==> src/rtl/reg_spi_engine.sv <==
// reg_spi_engine: serial back-end for the acquisition controller.
//
// One command is accepted at a time over a level load/done handshake. Depending on the mode,
// a command shifts a REG_BITS word into the external enable/chip-select shift-register chain
// and latches it, then optionally performs an 8-bit or 9-bit write or a READ_BITS read on the
// ADC SPI bus. Every pin output comes straight from a flop.
//
// Optional feature macro: REGSPI_READ_EN. When it is defined, modes 3 and 6 perform reads.
// When it is undefined, mode 3 acts as REG, mode 6 is a no-op, read_data/read_valid are
// tied low and spi_miso is ignored.
//
// Ports:
//   clk, rst        system clock, asynchronous active-high reset
//   regspi_load     command request (level)
//   regspi_mode     0 REG, 1 REG_SPI8, 2 REG_SPI9, 3 REG_READ, 4 SPI8, 5 SPI9, 6 READ, else no-op
//   reg_word        shift-register word, sent MSB first
//   spi_word8       SPI write byte, sent MSB first
//   reg_en_n        chain output enable request
//   regspi_done     command complete (level)
//   reg_sclk/sdo    shift-register clock and data
//   reg_latch       shift-register storage strobe
//   reg_oe_n        registered copy of reg_en_n
//   spi_sclk/mosi   ADC SPI clock and data out
//   spi_miso        ADC SPI data in
//   read_data       last captured read word
//   read_valid      one-cycle pulse when read_data updates
`timescale 1ns/1ps
module reg_spi_engine #(
  parameter int unsigned CLK_DIV   = 4,
  parameter int unsigned REG_BITS  = 24,
  parameter int unsigned READ_BITS = 16
) (
  input  logic                 clk,
  input  logic                 rst,
  input  logic                 regspi_load,
  input  logic [3:0]           regspi_mode,
  input  logic [REG_BITS-1:0]  reg_word,
  input  logic [7:0]           spi_word8,
  input  logic                 reg_en_n,
  output logic                 regspi_done,
  output logic                 reg_sclk,
  output logic                 reg_sdo,
  output logic                 reg_latch,
  output logic                 reg_oe_n,
  output logic                 spi_sclk,
  output logic                 spi_mosi,
  input  logic                 spi_miso,
  output logic [READ_BITS-1:0] read_data,
  output logic                 read_valid
);

  localparam int unsigned DivW    = (CLK_DIV > 1) ? $clog2(CLK_DIV) : 1;
  localparam int unsigned MaxA    = (REG_BITS > READ_BITS) ? REG_BITS : READ_BITS;
  localparam int unsigned MaxBits = (MaxA > 9) ? MaxA : 9;
  localparam int unsigned BitW    = $clog2(MaxBits);

  typedef enum logic [2:0] {
    StIdle,
    StRegShift,
    StRegLatch,
    StGap,
    StSpiShift,
    StSpiRead,
    StDone
  } state_e;

  // Phase flags for a mode: {reg chain, spi write, 9-bit write, spi read}.
  function automatic logic [3:0] decode_mode(input logic [3:0] mode);
    logic [3:0] f;
    f = 4'b0000;
    case (mode)
      4'd0: f = 4'b1000;
      4'd1: f = 4'b1100;
      4'd2: f = 4'b1110;
      4'd4: f = 4'b0100;
      4'd5: f = 4'b0110;
`ifdef REGSPI_READ_EN
      4'd3: f = 4'b1001;
      4'd6: f = 4'b0001;
`else
      4'd3: f = 4'b1000;
`endif
      default: f = 4'b0000;
    endcase
    return f;
  endfunction

  state_e              r_state, w_state_d;
  logic [3:0]          r_mode, w_mode_d;
  logic [REG_BITS-1:0] r_reg_sr, w_reg_sr_d;
  logic [8:0]          r_spi_sr, w_spi_sr_d;  // byte plus the trailing 0 used by 9-bit writes
  logic [DivW-1:0]     r_div, w_div_d;
  logic                r_half, w_half_d;      // 0: SCLK low half, 1: SCLK high half
  logic [BitW-1:0]     r_bit, w_bit_d;
  logic                r_reg_sclk, r_reg_sdo, r_reg_latch, r_spi_sclk, r_spi_mosi, r_done;
  logic                r_oe_n;
  logic [3:0]          w_flags;
  logic                w_wrap, w_fall;
  logic [DivW-1:0]     w_tick_div;
  logic                w_tick_half;

  // In IDLE the flags come from the live mode so the first phase is chosen on the load cycle.
  assign w_flags     = decode_mode((r_state == StIdle) ? regspi_mode : r_mode);
  assign w_wrap      = (r_div == DivW'(CLK_DIV - 1));
  assign w_fall      = w_wrap & r_half;
  assign w_tick_div  = w_wrap ? '0 : r_div + DivW'(1);
  assign w_tick_half = w_wrap ? ~r_half : r_half;

  always_comb begin
    w_state_d  = r_state;
    w_mode_d   = r_mode;
    w_reg_sr_d = r_reg_sr;
    w_spi_sr_d = r_spi_sr;
    w_div_d    = r_div;
    w_half_d   = r_half;
    w_bit_d    = r_bit;
    case (r_state)
      StIdle: begin
        if (regspi_load && !r_done) begin
          w_mode_d   = regspi_mode;
          w_reg_sr_d = reg_word;
          w_spi_sr_d = {spi_word8, 1'b0};
          w_div_d    = '0;
          w_half_d   = 1'b0;
          w_bit_d    = '0;
          if (w_flags[3])      w_state_d = StRegShift;
          else if (w_flags[2]) w_state_d = StSpiShift;
          else if (w_flags[0]) w_state_d = StSpiRead;
          else                 w_state_d = StDone;
        end
      end
      StRegShift: begin
        w_div_d  = w_tick_div;
        w_half_d = w_tick_half;
        if (w_fall) begin
          w_bit_d    = r_bit + BitW'(1);
          w_reg_sr_d = {r_reg_sr[REG_BITS-2:0], 1'b0};
          if (r_bit == BitW'(REG_BITS - 1)) w_state_d = StRegLatch;
        end
      end
      StRegLatch: begin
        w_div_d = w_tick_div;
        if (w_wrap) w_state_d = (w_flags[2] || w_flags[0]) ? StGap : StDone;
      end
      StGap: begin
        w_div_d = w_tick_div;
        if (w_wrap) begin
          w_half_d  = 1'b0;
          w_bit_d   = '0;
          w_state_d = w_flags[2] ? StSpiShift : StSpiRead;
        end
      end
      StSpiShift: begin
        w_div_d  = w_tick_div;
        w_half_d = w_tick_half;
        if (w_fall) begin
          w_bit_d    = r_bit + BitW'(1);
          w_spi_sr_d = {r_spi_sr[7:0], 1'b0};
          if (r_bit == (w_flags[1] ? BitW'(8) : BitW'(7))) w_state_d = StDone;
        end
      end
      StSpiRead: begin
        w_div_d  = w_tick_div;
        w_half_d = w_tick_half;
        if (w_fall) begin
          w_bit_d = r_bit + BitW'(1);
          if (r_bit == BitW'(READ_BITS - 1)) w_state_d = StDone;
        end
      end
      StDone: begin
        if (!regspi_load) w_state_d = StIdle;
      end
      default: w_state_d = StIdle;
    endcase
  end

  // Pins are registered from next-state values so each pin reflects the state it belongs to.
  always_ff @(posedge clk or posedge rst) begin
    if (rst) begin
      r_state     <= StIdle;
      r_mode      <= '0;
      r_reg_sr    <= '0;
      r_spi_sr    <= '0;
      r_div       <= '0;
      r_half      <= 1'b0;
      r_bit       <= '0;
      r_reg_sclk  <= 1'b0;
      r_reg_sdo   <= 1'b0;
      r_reg_latch <= 1'b0;
      r_spi_sclk  <= 1'b0;
      r_spi_mosi  <= 1'b0;
      r_done      <= 1'b0;
    end else begin
      r_state     <= w_state_d;
      r_mode      <= w_mode_d;
      r_reg_sr    <= w_reg_sr_d;
      r_spi_sr    <= w_spi_sr_d;
      r_div       <= w_div_d;
      r_half      <= w_half_d;
      r_bit       <= w_bit_d;
      r_reg_sclk  <= (w_state_d == StRegShift) & w_half_d;
      r_reg_sdo   <= (w_state_d == StRegShift) & w_reg_sr_d[REG_BITS-1];
      r_reg_latch <= (w_state_d == StRegLatch);
      r_spi_sclk  <= ((w_state_d == StSpiShift) || (w_state_d == StSpiRead)) & w_half_d;
      r_spi_mosi  <= (w_state_d == StSpiShift) & w_spi_sr_d[8];
      r_done      <= (w_state_d == StDone);
    end
  end

  // Output-enable copy runs independently of the command FSM.
  always_ff @(posedge clk or posedge rst) begin
    if (rst) r_oe_n <= 1'b1;
    else     r_oe_n <= reg_en_n;
  end

  assign regspi_done = r_done;
  assign reg_sclk    = r_reg_sclk;
  assign reg_sdo     = r_reg_sdo;
  assign reg_latch   = r_reg_latch;
  assign reg_oe_n    = r_oe_n;
  assign spi_sclk    = r_spi_sclk;
  assign spi_mosi    = r_spi_mosi;

`ifdef REGSPI_READ_EN
  logic [READ_BITS-1:0] r_rd_sr, r_read_data;
  logic                 r_read_valid;

  // MISO is sampled in the cycle SCLK goes high (first cycle of the high half).
  always_ff @(posedge clk or posedge rst) begin
    if (rst) begin
      r_rd_sr      <= '0;
      r_read_data  <= '0;
      r_read_valid <= 1'b0;
    end else begin
      r_read_valid <= 1'b0;
      if ((r_state == StSpiRead) && r_half && (r_div == '0)) begin
        r_rd_sr <= {r_rd_sr[READ_BITS-2:0], spi_miso};
      end
      if ((r_state == StSpiRead) && (w_state_d == StDone)) begin
        r_read_data  <= r_rd_sr;
        r_read_valid <= 1'b1;
      end
    end
  end

  assign read_data  = r_read_data;
  assign read_valid = r_read_valid;
`else
  logic w_unused_miso;
  assign w_unused_miso = spi_miso;
  assign read_data     = '0;
  assign read_valid    = 1'b0;
`endif

endmodule

==> config.mk <==
export PLATFORM = sky130hd
export DESIGN_NAME = reg_spi_engine
export DESIGN_NICKNAME = d
export VERILOG_FILES = /design/src/rtl/reg_spi_engine.sv
export SDC_FILE = /design/constraint.sdc
export NUM_CORES = 1
export LEC_CHECK = 0
export ABC_AREA = 1
export CORE_MARGIN = 1
export CORE_UTILIZATION = 35
export CTS_CLUSTER_DIAMETER = 60
export DETAILED_ROUTE_END_ITERATION = 16
export PLACE_DENSITY = 0.6
export SYNTH_ARGS = -nofsm -noshare
export SYNTH_HDL_FRONTEND = slang
export SYNTH_SLANG_ARGS = --single-unit
==> constraint.sdc <==
create_clock -name clk -period 5.7 [get_ports clk]
set_clock_uncertainty 0.15 [all_clocks]
set_input_delay 1.14 -clock clk [delete_from_list [all_inputs] [get_ports clk]]
set_output_delay 1.14 -clock clk [all_outputs]
set_load 0.03 [all_outputs]
==> results of run 1 <==
-- final timing paths --
path | start | end | slack, ns | depth (start not counted)
worst min-delay path | r_reg_sr[23] | r_reg_sr[23] | 0.34 | 2
worst max register to register | r_div[0] | reg_sdo | 2.96 | 7
worst min register to register | r_reg_sr[23] | r_reg_sr[23] | 0.34 | 2
min in group asynchronous | rst | r_spi_sr[4] | 1.18 | 3
worst max-delay path | regspi_load | regspi_done | 2.67 | 10
max in group asynchronous | rst | r_state[2] | 3.76 | 3
-- per-layer routing --
metal / track usage (%) / vias to the layer above / wire length (µm)
met5: 0 / - / 0
li1: - / 1195 / -
met2: 26.10 / 52 / 2886
met4: 3.077 / 0 / 40
met3: 3.577 / 4 / 338
met1: 19.01 / 1118 / 2616
-- state kept, by name, indices dropped and copies added, names as in the netlist, 2 cells and up --
register  count
r_state       3
r_reg_sr     24
r_mode        4
r_bit         5
r_spi_sr      8
r_div         2
-- Yosys cell counts --
library cell  instances  share of area (%)
nand2_1             106                 14
dfrtp_1              53                 46
inv_1                38                4.9
nand3_1              23                4.0
a22oi_1              22                5.7
buf_4                18                4.6
nor2_1               15                1.9
o21ai_0               8                1.4
nand4_1               7                1.5
buf_2                 6                1.0
inv_2                 6               0.77
nand2_2               6                1.3
ha_1                  5                2.1
o221ai_1              5                1.5
a21oi_1               4               0.69
nor3_2                4                1.4
nand3_2               3                1.0
nor2_2                3               0.64
clkbuf_1              2               0.26
nor2_4                2               0.77
nor3_1                2               0.34
o21ai_1               2               0.34
a211oi_1              1               0.26
a22o_1                1               0.30
buf_6                 1               0.39
conb_1                1               0.13
dfstp_2               1               0.90
nand2_4               1               0.39
nand3_4               1               0.60
nand3b_1              1               0.26
nor2_8                1               0.69
o211ai_1              1               0.26
o31ai_1               1               0.26
or2_1                 1               0.21
-- logic make-up after synthesis --
group           count (synthesis)  synth area share (%)
simple gates                  176                 28.65
buf+inv                        71                 11.98
compound gates                 45                 10.65
other cells                     1                0.1287
flops                          54                 46.43
fa+ha+maj                       5                 2.148
-- per-stage QoR --
step / cells / hold slack [ns] / setup WS (ns)
2_1_floorplan: 368 / 0.2991 / 3.097
3_3_place_gp: 491 / 0.3129 / 2.323
3_5_place_dp: 491 / 0.3167 / 2.356
4_1_cts: 499 / 0.3432 / 2.667
5_1_grt: 499 / 0.3631 / 2.547
6_report: 499 / 0.3415 / 2.671
-- where the power goes --
| part | total, mW | internal [mW] | switching (mW) |
|---|---|---|---|
| registers | 0.644 | 0.546 | 0.0979 |
| clock network | 0.276 | 0.145 | 0.131 |
| logic | 0.807 | 0.293 | 0.514 |
-- critical path: stages --
cell             delay [ns]
clkdlybuf4s50_1        0.51
nand2_1                0.11
nor2_4                 0.35
buf_4                  0.37
nand3_1                0.14
nand2_1                0.10
inv_2                  0.03
nand2_2                0.08
nand4_1                0.11
nor2_1                 0.14
-- final cells by class --
| type | count | area (µm²) |
|---|---|---|
| tap | 102 | 127.6 |
| fill | 778 | 4374 |
| multi-input combinational | 243 | 1271 |
| clock buffer | 6 | 82.58 |
| clock inverter | 2 | 38.79 |
| timing repair buffer | 48 | 475.5 |
| inverter | 44 | 165.2 |
| sequential | 54 | 1353 |
==> flow_metrics.tcl, run 1 <==
set metrics [dict create \
    antenna_found_initial 0 \
    ys.warnings.count 0 \
    final_common_cell "nand2_1" \
    final.setup.tns_ns 0 \
    overflow 0 \
    setup.worst_path.end_class "flop" \
    cp.arrival_ns 3.11 \
    critical_path_class "in2reg" \
    cp-start-kind "input port" \
    cts.repair.resized 0 \
    port_buffers 46 \
    path_clk_slew_ns 0.10 \
    ant_nets 0 \
    cp_max_fo 28 \
    via_per_inst 4.747 \
    grt_pass1_wl_mm 10.45 \
    dr.pass1.iters 4 \
    final-hold-violation-count 0 \
    track_usage_pct 15.03 \
    design_area_um2 3513 \
    initial_core_util_pct 36.93 \
    synthToLayoutAreaGrowth_pct 20.62 \
    setup_viol_count_final 0 \
    cts_hold_buf 0 \
    outcome "finished, final reports clean" \
    cts_setup_buffers 0 \
    clock-sinks 54 \
    slew_viol_final 0 \
    cts_made_buffers 5 \
    crit_required_ns 5.78 \
    power.density_nw_per_um2 491.5 \
    cts_buffer_depth 2 \
    grt_pass1_vias 2351 \
    die_y_um 93.23 \
    io_pins 65 \
    layout-drive-gt1-share_pct 9.824 \
    final_util_pct 44.54 \
    antenna_cells 0 \
    htree_levels 2 \
    slew_headroom_pct 38.04 \
    final_nets 442 \
    cts_tree "done" \
    num_vias 2369 \
    worst_slew_pin_slew_ns 0.9284 \
    die_area_um2 8691 \
    maxCapViolCount 0 \
    num_rows 32 \
    core_um2 7888 \
    period_needed_ns 3.029 \
    seq_area_frac_synth_pct 46.43 \
    synth_area_per_cell_um2 8.275 \
    placed_cell_area_um2 3392 \
    wl_per_cell_um 11.79 \
    drt_iter0_drc 106 \
    drc 0 \
    synth_seq_cells 54 \
    synth_cell_type_count 34 \
    max_freq_ghz 0.3301 \
    root_buffer "clkbuf_8" \
    netlist_instances 352 \
    syn-cell-area_um2 2913 \
    drt-total-wl_mm 5.881 \
    fin_crit_sh_pct 53.14 \
    rsz0062_at_grt "no" \
    dieWidth_um 93.23 \
    hp-class "reg2reg" \
    p_leak_nw 1.734 \
    clock_latency_ns 0.30 \
    layout_common_cells "nand2_1, dfrtp_1, clkdlybuf4s50_1, inv_1, nand3_1" \
    gp_congestion 0.8426 \
    dp_hpwl_mm 4.236 \
    ir_drop_mv 0.1722 \
    grt_max_degree 55 \
    finalPower_mw 1.727 \
]
(Power assumes the default switching activity.)
==> run 2: changes to the inputs <==
==> constraint.sdc (replaced) <==
create_clock -name clk -period 2.9 [get_ports clk]
set_clock_uncertainty 0.15 [all_clocks]
set_input_delay 0.58 -clock clk [delete_from_list [all_inputs] [get_ports clk]]
set_output_delay 0.58 -clock clk [all_outputs]
set_load 0.03 [all_outputs]
==> flow_metrics.tcl, run 2 (same netlist as run 1, synthesis figures left out) <==
set metrics [dict create \
    io_pins 65 \
    timing.reg2reg.setup_slack_ns 0.60 \
    cp_common_cell "ha_1" \
    largest_registers "r_reg_sr (24), r_spi_sr (8), r_bit (5)" \
    dr.pass1.iters 4 \
    die_area_um2 8691 \
    ant_nets 0 \
    top_layer "met4" \
    slew_viol_final 0 \
    setup.worst_path.end_class "flop" \
    cts_buffer_depth 2 \
    fin_crit_sh_pct 79.27 \
    outcome "finished, final reports clean" \
    wl_met2_mm 2.967 \
    cp.arrival_ns 2.41 \
    track_usage_pct 15.39 \
    antenna_cells 0 \
    slowest_delay_ns 0.56 \
    drc 0 \
    cts_hold_buf 0 \
    met1Wirelength_mm 2.793 \
    multi_input_area_um2 1271 \
    final-hold-violation-count 0 \
    wl_met3_um 314 \
    drt_iter0_drc 129 \
    rsz0062_at_grt "no" \
    cts_setup_buffers 0 \
    synthToLayoutAreaGrowth_pct 21.78 \
    port_buffers 46 \
    ff_latch_area_um2 1353 \
    dp_hpwl_mm 4.515 \
    internal-power_mw 1.862 \
    num_vias 2378 \
    htree_levels 2 \
    root_buffer "clkbuf_8" \
    ir_drop_mv 0.3238 \
    wl_per_cell_um 12.13 \
    worstHoldStart "r_reg_sr[1]" \
    clock-sinks 54 \
    grt_pass1_vias 2399 \
    reg2reg_depth 7 \
    crit_end "reg_sdo" \
    initial_core_util_pct 36.93 \
    cts.repair.resized 0 \
    critical_path_class "reg2reg" \
    worst_hold_slack_ns 0.3400 \
    via_per_inst 4.709 \
    power.density_nw_per_um2 952.0 \
    critPathSlowestCell "nor2_2" \
    layout_common_cells "nand2_1, dfrtp_1, clkdlybuf4s50_1, inv_1, nand3_1" \
    power_switching_mw 1.515 \
    p_clk_share_pct 13.9 \
    min_path_cells 2 \
    grt_max_degree 30 \
    maxCapViolCount 0 \
    grt_pass1_wl_mm 10.56 \
    placed_cell_area_um2 3450 \
    num_rows 32 \
    power_switching_share_pct 44.86 \
    gp_congestion 0.8496 \
    drt-total-wl_mm 6.128 \
    dp.cells 497 \
    crit_required_ns 3.01 \
    finalNonFillerCells 505 \
    cp_max_fo 19 \
    cts_tree "done" \
    regMostFlops "r_reg_sr" \
    setup_viol_count_final 0 \
    cts_made_buffers 5 \
    cp-start-kind "flop" \
    largest_reg_flops 24 \
    p_leak_nw 1.758 \
    design_area_um2 3547 \
    rr_endpoint "reg_sdo" \
    final_nets 448 \
    worst_slew_pin_slew_ns 0.7329 \
    clock_latency_ns 0.32 \
    hp-class "reg2reg" \
    final_common_cell "nand2_1" \
    period_needed_ns 2.299 \
    dieWidth_um 93.23 \
    fillCellCount 770 \
    worstPathCellList "ha_1 > ha_1 > nand2_1 > inv_2 > nor2_2 > a21oi_1 > nor3_2" \
    power_frac_seq_pct 37.7 \
    layout-drive-gt1-share_pct 11.17 \
    max_freq_ghz 0.4350 \
    path_clk_slew_ns 0.11 \
    r2r_start "r_div[0]" \
    combPwrFrac_pct 48.4 \
    slew_headroom_pct 51.08 \
    core_um2 7888 \
    final.setup.tns_ns 0 \
    final_util_pct 44.97 \
    startpoint "r_div[0]" \
    overflow 0 \
    antenna_found_initial 0 \
    die_y_um 93.23 \
]
-- run 2: changes by cell type in the layout (fill, tap and decap cells not counted), sizes merged --
cell,delta
buf,+6
clkinv,+2
bufinv,-1
clkbuf,-1
-- run 2: how the worst min path moves through the flow --
stage	end
after floorplan	r_reg_sr[22]
after global placement	r_reg_sr[16]
after detailed placement	r_reg_sr[3]
after CTS	r_reg_sr[3]
after global routing	r_reg_sr[15]
final	r_reg_sr[1]
-- run 2: critical path: cells and delay by family, from the launching register on --
family	cells	cell delay, ns
AO/OA/AOI/OAI	1	0.20
adder cells (fa/ha/maj)	2	0.50
buffers and inverters	1	0.05
flip-flops	1	0.42
AND/OR/NAND/NOR	3	0.91
-- run 2: cell type report --
cell class,instances,share of cell area (%)
timing repair buffer,54,15.03
sequential,54,38.13
tap,102,3.598
inverter,44,4.656
clock buffer,5,1.940
multi-input combinational,243,35.84
clock inverter,3,0.8113
-- run 2: routing by layer --
layer,up-vias,GRT usage (%)
met5,-,0
met4,0,2.692
met1,1117,18.05
met2,43,27.70
li1,1212,-
met3,6,4.878
-- run 2: through the flow --
step / power, mW / worst slack (ns)
2_1_floorplan: 2.534 / 0.8571
3_3_place_gp: 2.898 / 0.3941
3_5_place_dp: 2.940 / 0.3848
4_1_cts: 3.418 / 0.5979
5_1_grt: 3.691 / 0.4421
6_report: 3.377 / 0.6012
-- run 2: power groups by stage --
stage / clock network [mW] / registers, mW / logic [mW]
2_1_floorplan: 0 / 1.27 / 1.26
3_3_place_gp: 0 / 1.28 / 1.62
3_5_place_dp: 0 / 1.29 / 1.65
6_report: 0.471 / 1.27 / 1.64
4_1_cts: 0.486 / 1.28 / 1.66
5_1_grt: 0.513 / 1.31 / 1.87
